[src/rtl/alu_pkg.sv]
// alu_pkg: opcode encodings, FSM state encoding and helpers shared by the
// sequential ALU, its multiplier and its bench.
package alu_pkg;

   // 4-bit operation codes
   localparam logic [3:0] ALU_ADD = 4'd0;
   localparam logic [3:0] ALU_SUB = 4'd1;
   localparam logic [3:0] ALU_BEQ = 4'd2;
   localparam logic [3:0] ALU_BLT = 4'd3;
   localparam logic [3:0] ALU_AND = 4'd4;
   localparam logic [3:0] ALU_OR  = 4'd5;
   localparam logic [3:0] ALU_XOR = 4'd6;
   localparam logic [3:0] ALU_SLT = 4'd7;
   localparam logic [3:0] ALU_SLL = 4'd8;
   localparam logic [3:0] ALU_SRL = 4'd9;
   localparam logic [3:0] ALU_SRA = 4'd10;
   localparam logic [3:0] ALU_MUL = 4'd11;
   localparam logic [3:0] ALU_BNE = 4'd12;
   localparam logic [3:0] ALU_BGE = 4'd13;

   // Control FSM states
   typedef enum logic [1:0] {
      ST_IDLE = 2'd0,
      ST_BUSY = 2'd1,
      ST_DONE = 2'd2
   } state_t;

   // True for the opcodes whose outcome is the change_pc condition
   function automatic logic is_branch(input logic [3:0] opcode);
      return (opcode == ALU_BEQ) || (opcode == ALU_BLT) ||
             (opcode == ALU_BNE) || (opcode == ALU_BGE);
   endfunction

endpackage

[src/rtl/alu_seq_if.sv]
// alu_seq_if: request and result channels of the sequential ALU.
//
// Handshake semantics (both channels): a transfer happens on a rising clock
// edge where valid and ready are both high. The source holds valid and its
// payload stable until that edge; valid never depends on ready. ready may
// depend on valid and on the state of the sink.
interface alu_seq_if #(
   parameter int WIDTH = 32
);
   // request channel (decode -> ALU)
   logic             ip_valid;
   logic             ip_ready;
   logic [WIDTH-1:0] ip_0;
   logic [WIDTH-1:0] ip_1;
   logic [3:0]       opcode;
   // result channel (ALU -> writeback / PC update)
   logic             op_valid;
   logic             op_ready;
   logic [WIDTH-1:0] op_0;
   logic             change_pc;
   logic             op_illegal;

   // upstream / downstream environment around the ALU
   modport master (
      output ip_valid, ip_0, ip_1, opcode, op_ready,
      input  ip_ready, op_valid, op_0, change_pc, op_illegal
   );

   // the ALU itself
   modport slave (
      input  ip_valid, ip_0, ip_1, opcode, op_ready,
      output ip_ready, op_valid, op_0, change_pc, op_illegal
   );
endinterface

[src/rtl/alu_mul_iter.sv]
// alu_mul_iter: iterative shift-add multiplier, one partial product per
// cycle, WIDTH iterations. Returns the low WIDTH bits of the unsigned
// product. done is high during the last iteration cycle and product is the
// value the accumulator takes at the end of that cycle, so the caller can
// register it on the same edge.
module alu_mul_iter #(
   parameter int WIDTH = 32,
   parameter int SHW   = $clog2(WIDTH)
) (
   input  logic             clk,
   input  logic             rst_n,
   input  logic             start,
   input  logic [WIDTH-1:0] a,
   input  logic [WIDTH-1:0] b,
   output logic             done,
   output logic [WIDTH-1:0] product
);

   logic             busy;
   logic [SHW-1:0]   cnt;
   logic [WIDTH-1:0] mcand;
   logic [WIDTH-1:0] mplier;
   logic [WIDTH-1:0] acc;
   logic [WIDTH-1:0] acc_nx;

   // Add the shifted multiplicand whenever the current multiplier bit is set
   always_comb begin
      acc_nx = acc;
      if (mplier[0]) begin
         acc_nx = acc + mcand;
      end
   end

   assign done    = busy && (cnt == SHW'(WIDTH - 1));
   assign product = acc_nx;

   // Operand latch on start, then one shift-add iteration per cycle
   always_ff @(posedge clk or negedge rst_n) begin
      if (!rst_n) begin
         busy   <= 1'b0;
         cnt    <= '0;
         mcand  <= '0;
         mplier <= '0;
         acc    <= '0;
      end else if (start) begin
         busy   <= 1'b1;
         cnt    <= '0;
         mcand  <= a;
         mplier <= b;
         acc    <= '0;
      end else if (busy) begin
         acc    <= acc_nx;
         mcand  <= mcand << 1;
         mplier <= mplier >> 1;
         cnt    <= cnt + 1'b1;
         if (done) begin
            busy <= 1'b0;
         end
      end
   end

endmodule

[src/rtl/alu_seq.sv]
// alu_seq: handshaked, parametrised ALU. Single-cycle ops produce a result
// one edge after the request handshake; MUL (only when ALU_MUL_EN is
// defined) runs on the iterative multiplier and takes WIDTH edges. Without
// ALU_MUL_EN, opcode 11 is reported as illegal like 14 and 15.
// WIDTH must be a power of two and at least 4.
module alu_seq
   import alu_pkg::*;
#(
   parameter  int WIDTH = 32,
   localparam int SHW   = $clog2(WIDTH)
) (
   input  logic        clk,
   input  logic        rst_n,
   alu_seq_if.slave    bus,
   output state_t      dbg_state
);

   state_t           state, state_nx;
   logic             ip_ready_int;
   logic             accept;
   logic             take;
   logic             load;
   logic             req_mul;
   logic             mul_done;
   logic [WIDTH-1:0] mul_product;

   logic [WIDTH-1:0] a, b;
   logic [SHW-1:0]   shamt;
   logic             eq, lt_s, cond;
   logic [WIDTH-1:0] dp_res;
   logic             dp_pc, dp_ill;

   logic [WIDTH-1:0] res_q, res_nx;
   logic             pc_q, pc_nx;
   logic             ill_q, ill_nx;

   assign a     = bus.ip_0;
   assign b     = bus.ip_1;
   assign shamt = b[SHW-1:0];
   assign eq    = (a == b);
   assign lt_s  = ($signed(a) < $signed(b));

   // Single-cycle datapath, evaluated on the live request operands
   always_comb begin
      dp_res = '0;
      cond   = 1'b0;
      dp_ill = 1'b0;
      case (bus.opcode)
         ALU_ADD: dp_res = a + b;
         ALU_SUB: dp_res = a - b;
         ALU_AND: dp_res = a & b;
         ALU_OR:  dp_res = a | b;
         ALU_XOR: dp_res = a ^ b;
         ALU_SLT: dp_res = {{(WIDTH-1){1'b0}}, lt_s};
         ALU_SLL: dp_res = a << shamt;
         ALU_SRL: dp_res = a >> shamt;
         ALU_SRA: dp_res = $signed(a) >>> shamt;
         ALU_BEQ: cond   = eq;
         ALU_BNE: cond   = !eq;
         ALU_BLT: cond   = lt_s;
         ALU_BGE: cond   = !lt_s;
`ifdef ALU_MUL_EN
         ALU_MUL: dp_res = '0;   // product comes from the multiplier
`else
         ALU_MUL: dp_ill = 1'b1;
`endif
         default: dp_ill = 1'b1;
      endcase
   end

   assign dp_pc = is_branch(bus.opcode) && cond;

`ifdef ALU_MUL_EN
   logic mul_start;

   assign req_mul   = (bus.opcode == ALU_MUL);
   assign mul_start = accept && req_mul;

   alu_mul_iter #(
      .WIDTH (WIDTH),
      .SHW   (SHW)
   ) u_mul (
      .clk     (clk),
      .rst_n   (rst_n),
      .start   (mul_start),
      .a       (a),
      .b       (b),
      .done    (mul_done),
      .product (mul_product)
   );
`else
   assign req_mul     = 1'b0;
   assign mul_done    = 1'b0;
   assign mul_product = '0;
`endif

   // A new request is taken when idle, or when the held result leaves
   assign ip_ready_int = (state == ST_IDLE) ||
                         ((state == ST_DONE) && bus.op_ready);
   assign accept       = bus.ip_valid && ip_ready_int;

   // Next-state and result-register load selection
   always_comb begin
      state_nx = state;
      take     = 1'b0;
      load     = 1'b0;
      res_nx   = dp_res;
      pc_nx    = dp_pc;
      ill_nx   = dp_ill;
      case (state)
         ST_IDLE: begin
            if (accept) take = 1'b1;
         end
         ST_BUSY: begin
            if (mul_done) begin
               state_nx = ST_DONE;
               load     = 1'b1;
               res_nx   = mul_product;
               pc_nx    = 1'b0;
               ill_nx   = 1'b0;
            end
         end
         ST_DONE: begin
            if (bus.op_ready) begin
               if (accept) take = 1'b1;
               else        state_nx = ST_IDLE;
            end
         end
         default: state_nx = ST_IDLE;
      endcase
      // A taken request is handled identically from IDLE and from DONE
      if (take) begin
         if (req_mul) begin
            state_nx = ST_BUSY;
         end else begin
            state_nx = ST_DONE;
            load     = 1'b1;
         end
      end
   end

   // State register
   always_ff @(posedge clk or negedge rst_n) begin
      if (!rst_n) state <= ST_IDLE;
      else        state <= state_nx;
   end

   // Result registers; held untouched until the next load
   always_ff @(posedge clk or negedge rst_n) begin
      if (!rst_n) begin
         res_q <= '0;
         pc_q  <= 1'b0;
         ill_q <= 1'b0;
      end else if (load) begin
         res_q <= res_nx;
         pc_q  <= pc_nx;
         ill_q <= ill_nx;
      end
   end

   assign bus.ip_ready   = ip_ready_int;
   assign bus.op_valid   = (state == ST_DONE);
   assign bus.op_0       = res_q;
   assign bus.change_pc  = pc_q;
   assign bus.op_illegal = ill_q;
   assign dbg_state      = state;

endmodule

[src/flat_wrapper.sv]
// flat-port wrapper written by rule: the top's interface ports become plain ports
module alu_seq_flat import alu_pkg::*;
#(
   parameter  int WIDTH = 32,
   localparam int SHW   = $clog2(WIDTH)
)
  (clk, rst_n, dbg_state, bus_ip_valid, bus_ip_0, bus_ip_1, bus_opcode, bus_op_ready, bus_ip_ready, bus_op_valid, bus_op_0, bus_change_pc, bus_op_illegal);
  alu_seq_if #(.WIDTH(WIDTH)) bus_i ();
  input  logic clk;
  input  logic rst_n;
  output state_t dbg_state;
  input wire logic [$bits(bus_i.ip_valid)-1:0] bus_ip_valid;
  input wire logic [$bits(bus_i.ip_0)-1:0] bus_ip_0;
  input wire logic [$bits(bus_i.ip_1)-1:0] bus_ip_1;
  input wire logic [$bits(bus_i.opcode)-1:0] bus_opcode;
  input wire logic [$bits(bus_i.op_ready)-1:0] bus_op_ready;
  output wire logic [$bits(bus_i.ip_ready)-1:0] bus_ip_ready;
  output wire logic [$bits(bus_i.op_valid)-1:0] bus_op_valid;
  output wire logic [$bits(bus_i.op_0)-1:0] bus_op_0;
  output wire logic [$bits(bus_i.change_pc)-1:0] bus_change_pc;
  output wire logic [$bits(bus_i.op_illegal)-1:0] bus_op_illegal;
  assign bus_i.ip_valid = bus_ip_valid;
  assign bus_i.ip_0 = bus_ip_0;
  assign bus_i.ip_1 = bus_ip_1;
  assign bus_i.opcode = bus_opcode;
  assign bus_i.op_ready = bus_op_ready;
  assign bus_ip_ready = bus_i.ip_ready;
  assign bus_op_valid = bus_i.op_valid;
  assign bus_op_0 = bus_i.op_0;
  assign bus_change_pc = bus_i.change_pc;
  assign bus_op_illegal = bus_i.op_illegal;
  alu_seq #(.WIDTH(WIDTH)) u_core (.clk(clk), .rst_n(rst_n), .bus(bus_i), .dbg_state(dbg_state));
endmodule
[config.mk]
export PLATFORM = sky130hd
export DESIGN_NAME = alu_seq_flat
export DESIGN_NICKNAME = d
export VERILOG_FILES = /design/src/rtl/alu_pkg.sv /design/src/rtl/alu_seq_if.sv /design/src/rtl/alu_mul_iter.sv /design/src/rtl/alu_seq.sv /design/src/flat_wrapper.sv
export SDC_FILE = /design/constraint.sdc
export NUM_CORES = 1
export LEC_CHECK = 0
export CORE_MARGIN = 4
export CORE_UTILIZATION = 40
export CTS_BUF_LIST = sky130_fd_sc_hd__clkbuf_8
export DETAILED_ROUTE_END_ITERATION = 10
export DONT_BUFFER_PORTS = 1
export PLACE_DENSITY = 0.61
export SYNTH_ARGS = -nofsm -noshare
export SYNTH_HDL_FRONTEND = slang
export SYNTH_SLANG_ARGS = --single-unit
[constraint.sdc]
create_clock -name clk -period 1.47 [get_ports clk]
set_input_delay 0.147 -clock clk [delete_from_list [all_inputs] [get_ports clk]]
set_output_delay 0.147 -clock clk [all_outputs]
set_load 0.02 [all_outputs]
=== Word level (Yosys, flattened, before mapping) ===
Index checks and enable logic that the tools add are counted.

* Word-level logic and storage cells: 56
* Output and inout bits: 38
* Input port bits: 72
* Register bits: 36

* Reductions and logical operators: 14
* Add/subtract/negate cells: 2
* Equal/unequal tests: 18
* Shifts and indexed selects: 3
* $lt $le $gt $ge: 1
* Mux-type cells: 11
* Bitwise gates (word level): 3

{| class="wikitable"
|+ Operators with widths
! cell !! count
|-
| $pmux W32 S9 || 1
|-
| $add A32 B32 Y32 || 1
|-
| $and A32 B32 Y32 || 1
|-
| $eq A32 B32 Y1 || 1
|-
| $lt A32 B32 Y1 || 1
|-
| $or A32 B32 Y32 || 1
|-
| $shl A32 B5 Y32 || 1
|-
| $shr A32 B5 Y32 || 1
|-
| $sshr A32 B5 Y32 || 1
|-
| $sub A32 B32 Y32 || 1
|-
| $xor A32 B32 Y32 || 1
|-
| $eq A4 B4 Y1 const B || 5
|-
| $eq A4 B3 Y1 const B || 4
|-
| $reduce_or A13 Y1 || 1
|-
| $eq A4 B2 Y1 const B || 2
|-
| $mux W2 || 3
|-
| $eq A4 B1 Y1 const B || 1
|-
| $logic_not A4 Y1 || 1
|-
| $logic_or A1 B1 Y1 || 4
|-
| $mux W1 || 4
|-
| $pmux W1 S4 || 1
|-
| $pmux W2 S2 || 1
|-
| $logic_and A1 B1 Y1 || 3
|-
| $ne A3 B2 Y1 const B || 1
|-
| other kinds (9) || 10
|}

=== Logic depth before layout (Yosys ltp) ===
Gate-level depths: netlist of the first run.

* Depth after elaboration: 9
* Mapped depth: 17
* Gate-level depth less buffers: 13

=== Worst setup path before layout of the first run ===
Ideal clock, no wire load.

* Kind: in2reg
* Start point: input port bus_ip_1[2]
* End point: register u_core.res_q[24] (netlist: u_core.bus.op_0[24])
* Cell stages on the path: 17
* Setup time: 131 ps
* Path buffers: 5
* Required time: 1339 ps
* Data arrival time: 3842 ps
* Path slack: -2503 ps
* Path through: clkbuf_1 > inv_1 > clkbuf_1 > buf_1 > buf_2 > ha_1 > clkbuf_1 > a21oi_1 > o21ai_1 > a2111oi_2 > o211ai_1 > a41o_1 > a31oi_1 > a31oi_1 > xnor2_1 > a221oi_1 > o21ai_1

* Longest elaborated chain between the ends: 2
* Elaborated cells on any way between the ends: 6
* Those cells by class: add/sub (2); shift (3); mux (1)

{| class="wikitable"
|+ Ends and longest elaborated chain
! element !! line !! RTL
|-
| start, declared || flat_wrapper.sv:14 || <nowiki>input wire logic [$bits(bus_i.ip_1)-1:0] bus_ip_1;</nowiki>
|-
| $sub A32 B32 Y32 (tied with other cells) || alu_seq.sv:50 || <nowiki>ALU_SUB: dp_res = a - b;</nowiki>
|-
| $pmux W32 S9 (*) || alu_seq.sv:48 || <nowiki>case (bus.opcode)</nowiki>
|-
| end signal, assigned || alu_seq.sv:155 || <nowiki>res_q <= res_nx;</nowiki>
|-
| end, declared || alu_seq.sv:33 || <nowiki>logic [WIDTH-1:0] res_q, res_nx;</nowiki>
|}

Every way passes the cells marked *; elsewhere a longest branch is shown, timed or not.
A chain may end at the register's enable or synchronous reset.

=== Worst setup path after layout of the first run ===
* Start point: input port bus_ip_1[1]
* End point: register u_core.res_q[29] (netlist: u_core.bus.op_0[29])

The elaborated chain is that of the path after synthesis.

==> results of run 1 <==
-- report_power, final --
| group | total [mW] | switching, mW | internal, mW | leakage, nW |
|---|---|---|---|---|
| Clock | 0.769 | 0.400 | 0.369 | 0.0470 |
| Sequential | 1.27 | 0.199 | 1.07 | 0.467 |
| Combinational | 5.23 | 2.74 | 2.49 | 6.06 |
-- layout make-up --
class | instances | area share [%]
Clock buffer | 6 | 0.584
Clock inverter | 1 | 0.0354
Inverter | 109 | 3.05
Tap cell | 319 | 2.82
Sequential cell | 35 | 6.20
Multi-Input combinational cell | 1160 | 63.2
Timing Repair Buffer | 433 | 24.1
-- final timing paths --
| check | from | endpoint | cells after the start |
|---|---|---|---|
| worst max-delay path | bus_ip_1[1] | u_core.bus.op_0[29]$_DFFE_PN0P_ | 13 |
| worst min-delay path | bus_opcode[1] | u_core.bus.op_illegal$_DFFE_PN0P_ | 2 |
| worst max register to register | u_core.dbg_state[1]$_DFFE_PN0P_ | u_core.bus.op_0[31]$_DFFE_PN0P_ | 8 |
| worst min register to register | u_core.bus.op_0[3]$_DFFE_PN0P_ | u_core.bus.op_0[3]$_DFFE_PN0P_ | 2 |
| max in group asynchronous | rst_n | u_core.bus.op_0[10]$_DFFE_PN0P_ | 2 |
| min in group asynchronous | rst_n | u_core.bus.op_0[12]$_DFFE_PN0P_ | 2 |
-- kinds of logic after synthesis --
group,synth area share (%)
buf+inv,8.83
compound gates,36.1
flops,8.97
simple gates,18.6
other cells,0.0384
xor+xnor,0.986
fa+ha+maj,12.8
mux,13.6
-- cells in the final DEF (no fill, tap or decap), types with 24 or more instances in the layout --
cell,netlist,layout
nor2_1,187,182
a21oi_1,144,121
o21ai_1,20,24
mux2i_1,82,79
buf_4,2,408
inv_1,109,105
ha_1,97,86
o21ai_0,107,86
nand2_1,112,110
dfrtp_1,35,35
-- routing by layer --
metal | part of all wire [%] | up-vias
met5 | 0 | -
met4 | 5.3 | 0
met3 | 8.2 | 132
met2 | 44 | 634
met1 | 43 | 6068
li1 | - | 5832
-- state kept, by name, summed over array words and instances, names as in the netlist --
name and cells:
u_core.bus.op_illegal 1, u_core.bus.change_pc 1, u_core.bus.op_0 32, u_core.dbg_state 1
-- timing repair --
item	4_1_cts	5_1_grt
hold buffers	3	0
pin swaps	63	66
resized for setup	87	84
hold endpoints to repair	36	0
buffers inserted	9	7
setup endpoints to repair	33	33
-- stage by stage --
step | worst slack (ps) | instances | instance area (sq um)
after CTS | -1150 | 2062 | 13700
after detailed placement | -1500 | 2043 | 13100
after floorplan | -1670 | 1415 | 10100
after global placement | -1450 | 2043 | 13100
final | -1150 | 2063 | 14100
after global routing | -1210 | 2063 | 14100
==> impl_results.md, run 1 <==
- Status: finished with violations
- Failing checks: negative setup slack
- Seq/Total Area, Yosys: around 9.0%
- Drt first pass iters: 6
- Worst path buffer plus inverter count: 2
- PnR worst setup slack: -1150 ps
- Root buf cell: clkbuf_8
- Layout area overhead: 44.7%
- IO Pins: 110
- # nets final: around 1900
- Least-Margin Pin Slew: ~530 ps
- Drt total wl: ~49 mm
- Power density cells: just over 500 nW/um^2
- Fin util: approximately three fifths
- Synth Warn #: 0
- Synth Instances: about 1400
- Maximum vdd drop: about 0.00039 V
- Vias in the first global route: roughly 12000
- Reg clk slew, reported paths: around 70 ps
- GRT met2 Usage: between 50% and 60%
- Cell Area, Synth: around 9800 sq um
- Synth area leaders: ha_1 12%, dfrtp_1 9.0%, mux2i_1 8.4%
- Starting Density: between 40% and 50%
- Yosys cell types: 82
- CP Cell Sequence: inv_12, ha_4, buf_6, a211oi_4, nor3_2, nor2_2, a31oi_4, a41o_1, o31a_1, a311o_2, a21oi_2, nor2_1, o221a_1
- Slew Viols, Final: 0
- Grt met1 use: between 40% and 50%
- Initial DRC count: 1528
- Maxcap violations: 0
- Slew headroom: about 64%
- ANT nets after route: 0
- Setup CP Type: in -> reg
- Wire length per cell: around 24 microns
- IO buf count: 0
- Busiest grt layer: met2
- H-Tree Depth: 2
- Multi-input logic area: roughly 9000 sq um
- Hold Slack: 31.5 ps
- Top cells by count, synth: 187 x nor2_1, 144 x a21oi_1, 112 x nand2_1
- Crit-path leading delay family: compound AO/OA/AOI/OAI gates
- Hold WC Path Type: in -> reg
- Global-route wire length before repair: ~72 mm
- FMAX: between 300 and 400 MHz
- Synth Flop Type: dfrtp_1
- Worst setup SP type: input pin
- Crit share post-route: 178%
- Die height: between 150 and 200 microns
- Diodes inserted: 0
- Post-synth net total: around 1600
- Leak: 6.57 nW
- Layout cells sized above 1: a little over a third
- Count leader, synth: nor2_1
- Clk_lat worst skew: 300 ps
- Critical path endpoint category: register
- Initial antenna violation count: 0
- Tot Pwr: roughly 7.3 mW
- Grt ovf: 0
- Gpl congestion: a little over 1
- Unrepaired setup endpoints after global routing: yes
- Worst clock skew: between 15 and 20 ps
- Top cell type's share of synthesized area: between 10% and 20%
- Clock buffer depth: 2
- CTS tree: built
- Worst path max stage delay: 480 ps
- Setup TNS: -26690 ps
- Total GRT Usage: between 30% and 40%
- Syn Area/Cell: 6.90 sq um
- Max FO, Critical Path: 55
- Slowest cell on crit path: a311o_2
- Via-to-Cell Ratio: roughly 6.1
- Crit path DAT: 2800 ps
- Leading area contributor after synthesis: ha_1
- Number of remaining DRC errors: 0
- Detailed Place HPWL: 39.0 mm
- R2R setup slack: -540 ps
- Die ar.: ~27000 sq um
- Die extent in x: ~160 microns
- Final min period: approximately 2600 ps
- Largest net degree at the start of global routing: 95
- Core footprint: 23800 sq um
- GR Util met3: 5.09%
- Cts bufs inserted: 5
- Ys async rst share: 100%
- Final Hold Fails: 0
- EDFF count, synth: 0
- Filler cells: 2237
- Rows: between 50 and 60
- Reg area: between 800 and 900 sq um
- CTS sink cnt: 35
- Yosys reg bits: 35
- Setup violations, final: 33
- Via count: 12666
- CP required: about 1700 ps
Note: power is estimated with default switching activity, not from simulation.
==> run 2, diff against run 1 <==
CTS_CLUSTER_DIAMETER = 120   (was not set)
GPL_ROUTABILITY_DRIVEN = 0   (was not set)
==> impl_results.md, run 2 (synthesis results as in run 1) <==
- IO Pins: 110 (unchanged)
- # nets final: 1913 (-0.10%)
- Via-to-Cell Ratio: 6.23 (+1.4%)
- Layout cells sized above 1: 34.7% (-0.30 points)
- CP required: 1680 ps (+30 ps)
- FMAX: 375 MHz (-1.6%)
- Die height: 164 microns (unchanged)
- Global-route wire length before repair: 68.5 mm (-5.3%)
- Detailed Place HPWL: 35.9 mm (-8.1%)
- Worst setup SP type: input pin
- Setup CP Type: in -> reg
- Layout area overhead: 44.7% (about the same)
- Crit path DAT: 2870 ps (+70 ps)
- Critical path endpoint category: register
- Core footprint: 23800 sq um (unchanged)
- ANT nets after route: 0 (unchanged)
- Design area: 14100 sq um (about the same)
- Most common cell after layout, fill and taps aside: buf_4
- Non-Filler Instances: 2061 (-0.097%)
- Most frequent cells in the layout: 401 x buf_4, 178 x nor2_1, 125 x a21oi_1
- Initial antenna violation count: 0 (unchanged)
- Diodes inserted: 0 (unchanged)
- Final min period: 2660 ps (+42.3 ps)
- Largest register FFs: 32 (unchanged)
- Unrepaired setup endpoints after global routing: yes
- Leak: 6.58 nW (+0.11%)
- Drt total wl: 46.3 mm (-4.8%)
- Reg clk slew, reported paths: 90 ps (+20 ps)
- Slew Viols, Final: 0 (unchanged)
- Max FO, Critical Path: 94 (+71%)
- Slew headroom: 53.6% (-9.9 points)
- Root buf cell: clkbuf_8
- CTS sink cnt: 35 (unchanged)
- CTS tree: built
- Largest net degree at the start of global routing: 95 (unchanged)
- Failing checks: negative setup slack
- Hold WC Path Type: in -> reg
- Number of remaining DRC errors: 0 (unchanged)
- Clock buffer depth: 2 (unchanged)
- Placed Cells: 2017 (-1.3%)
- Hold Slack: 28.4 ps (-3.13 ps)
- Maxcap violations: 0 (unchanged)
- Grt ovf: 0 (unchanged)
- Maximum vdd drop: 0.000476 V (+23%)
- Vias in the first global route: 12107 (-0.40%)
- Via count: 12832 (+1.3%)
- Rows: 56 (unchanged)
- Power density cells: 511 nW/um^2 (-0.63%)
- Crit share post-route: 181% (+2.9 points)
- Wire length per cell: 22.5 microns (-4.7%)
- PnR worst setup slack: -1190 ps (-42.3 ps)
- Clk_lat worst skew: 310 ps (about the same)
- Initial DRC count: 1752 (+15%)
- Die extent in x: 164 microns (unchanged)
- Starting Density: 41.1% (unchanged)
- Least-Margin Pin Slew: 695 ps (+164 ps)
- Total GRT Usage: 32.5% (-2.4 points)
- Worst clock skew: 19.1 ps (+3.39 ps)
- Placed instance area: 12900 sq um (-1.6%)
- Filler cells: 2127 (-4.9%)
- Cts bufs inserted: 5 (unchanged)
- Drt first pass iters: 6 (unchanged)
- IO buf count: 0 (unchanged)
- H-Tree Depth: 2 (unchanged)
- Final Hold Fails: 0 (unchanged)
- Status: finished with violations
- Setup violations, final: 33 (unchanged)
- Tot Pwr: 7.22 mW (-0.61%)
- Die ar.: 27000 sq um (unchanged)
## run 2: cell types whose count changed in the layout (fill, tap and decap cells not counted), sizes merged
| cell | delta |
|---|---|
| buf | -2 |
| inv | -1 |
| clkinvlp | +1 |
## run 2: worst max-delay path: stages
cell	delay, ps
ha_4	160
fa_2	350
o21bai_1	190
a21oi_2	90
o211ai_1	160
nand2_1	110
a221o_1	380
buf_4	170
buf_6	110
o31a_1	280
o21bai_2	220
a2111o_1	170
nand3_1	60
o31a_1	240
## run 2: cell type report
| cell class | instances | area [sq um] | area share (%) |
|---|---|---|---|
| repair buffers | 431 | 3440 | 24.3 |
| clock inverters | 1 | 5.00 | 0.0354 |
| inverters | 109 | 435 | 3.08 |
| flip-flops and latches | 35 | 876 | 6.20 |
| well taps | 319 | 399 | 2.82 |
| multi-input cells | 1160 | 8900 | 62.9 |
| clock buffers | 6 | 82.6 | 0.584 |
## run 2: worst paths after layout
kind | from | to | slack, ps | cells after the start
worst max-delay path | bus_ip_1[0] | u_core.bus.op_0[26]$_DFFE_PN0P_ | -1190 | 14
worst min-delay path | bus_opcode[1] | u_core.bus.op_illegal$_DFFE_PN0P_ | 30 | 2
worst max register to register | u_core.dbg_state[1]$_DFFE_PN0P_ | u_core.bus.op_0[31]$_DFFE_PN0P_ | -530 | 8
worst min register to register | u_core.bus.op_0[5]$_DFFE_PN0P_ | u_core.bus.op_0[5]$_DFFE_PN0P_ | 630 | 1
max in group asynchronous | rst_n | u_core.bus.op_0[1]$_DFFE_PN0P_ | 980 | 2
min in group asynchronous | rst_n | u_core.bus.op_0[27]$_DFFE_PN0P_ | 290 | 2
## run 2: report_power, final
group,internal [mW],switching (mW)
logic,2.49,2.72
registers,1.07,0.195
clock network,0.368,0.383
total,3.92,3.30
## run 2: repair_timing
item / CTS / global route
buffers inserted: 19 / 21
hold endpoints to repair: 36 / 0
gates resized for setup: 110 / 67
endpoints found under the setup margin: 33 / 33
hold buffers: 3 / 0
pin swaps: 88 / 66
gates cloned: 1 / 0
## run 2: metal layers
layer	up-vias	GRT usage [%]	part of all wire, %
li1	5818	-	-
met1	5972	41.6	38
met2	856	49.3	42
met3	186	8.01	12
met4	0	19.4	7.4
met5	-	0	0
## run 2: through the flow
step	util (%)	setup TNS, ps	setup WS, ps
final	59.5	-28370	-1190
after global routing	59.5	-30950	-1280
after CTS	57.7	-25430	-1090
after detailed placement	54.3	-39810	-1540
after global placement	54.3	-37710	-1460
after floorplan	-	-40710	-1670
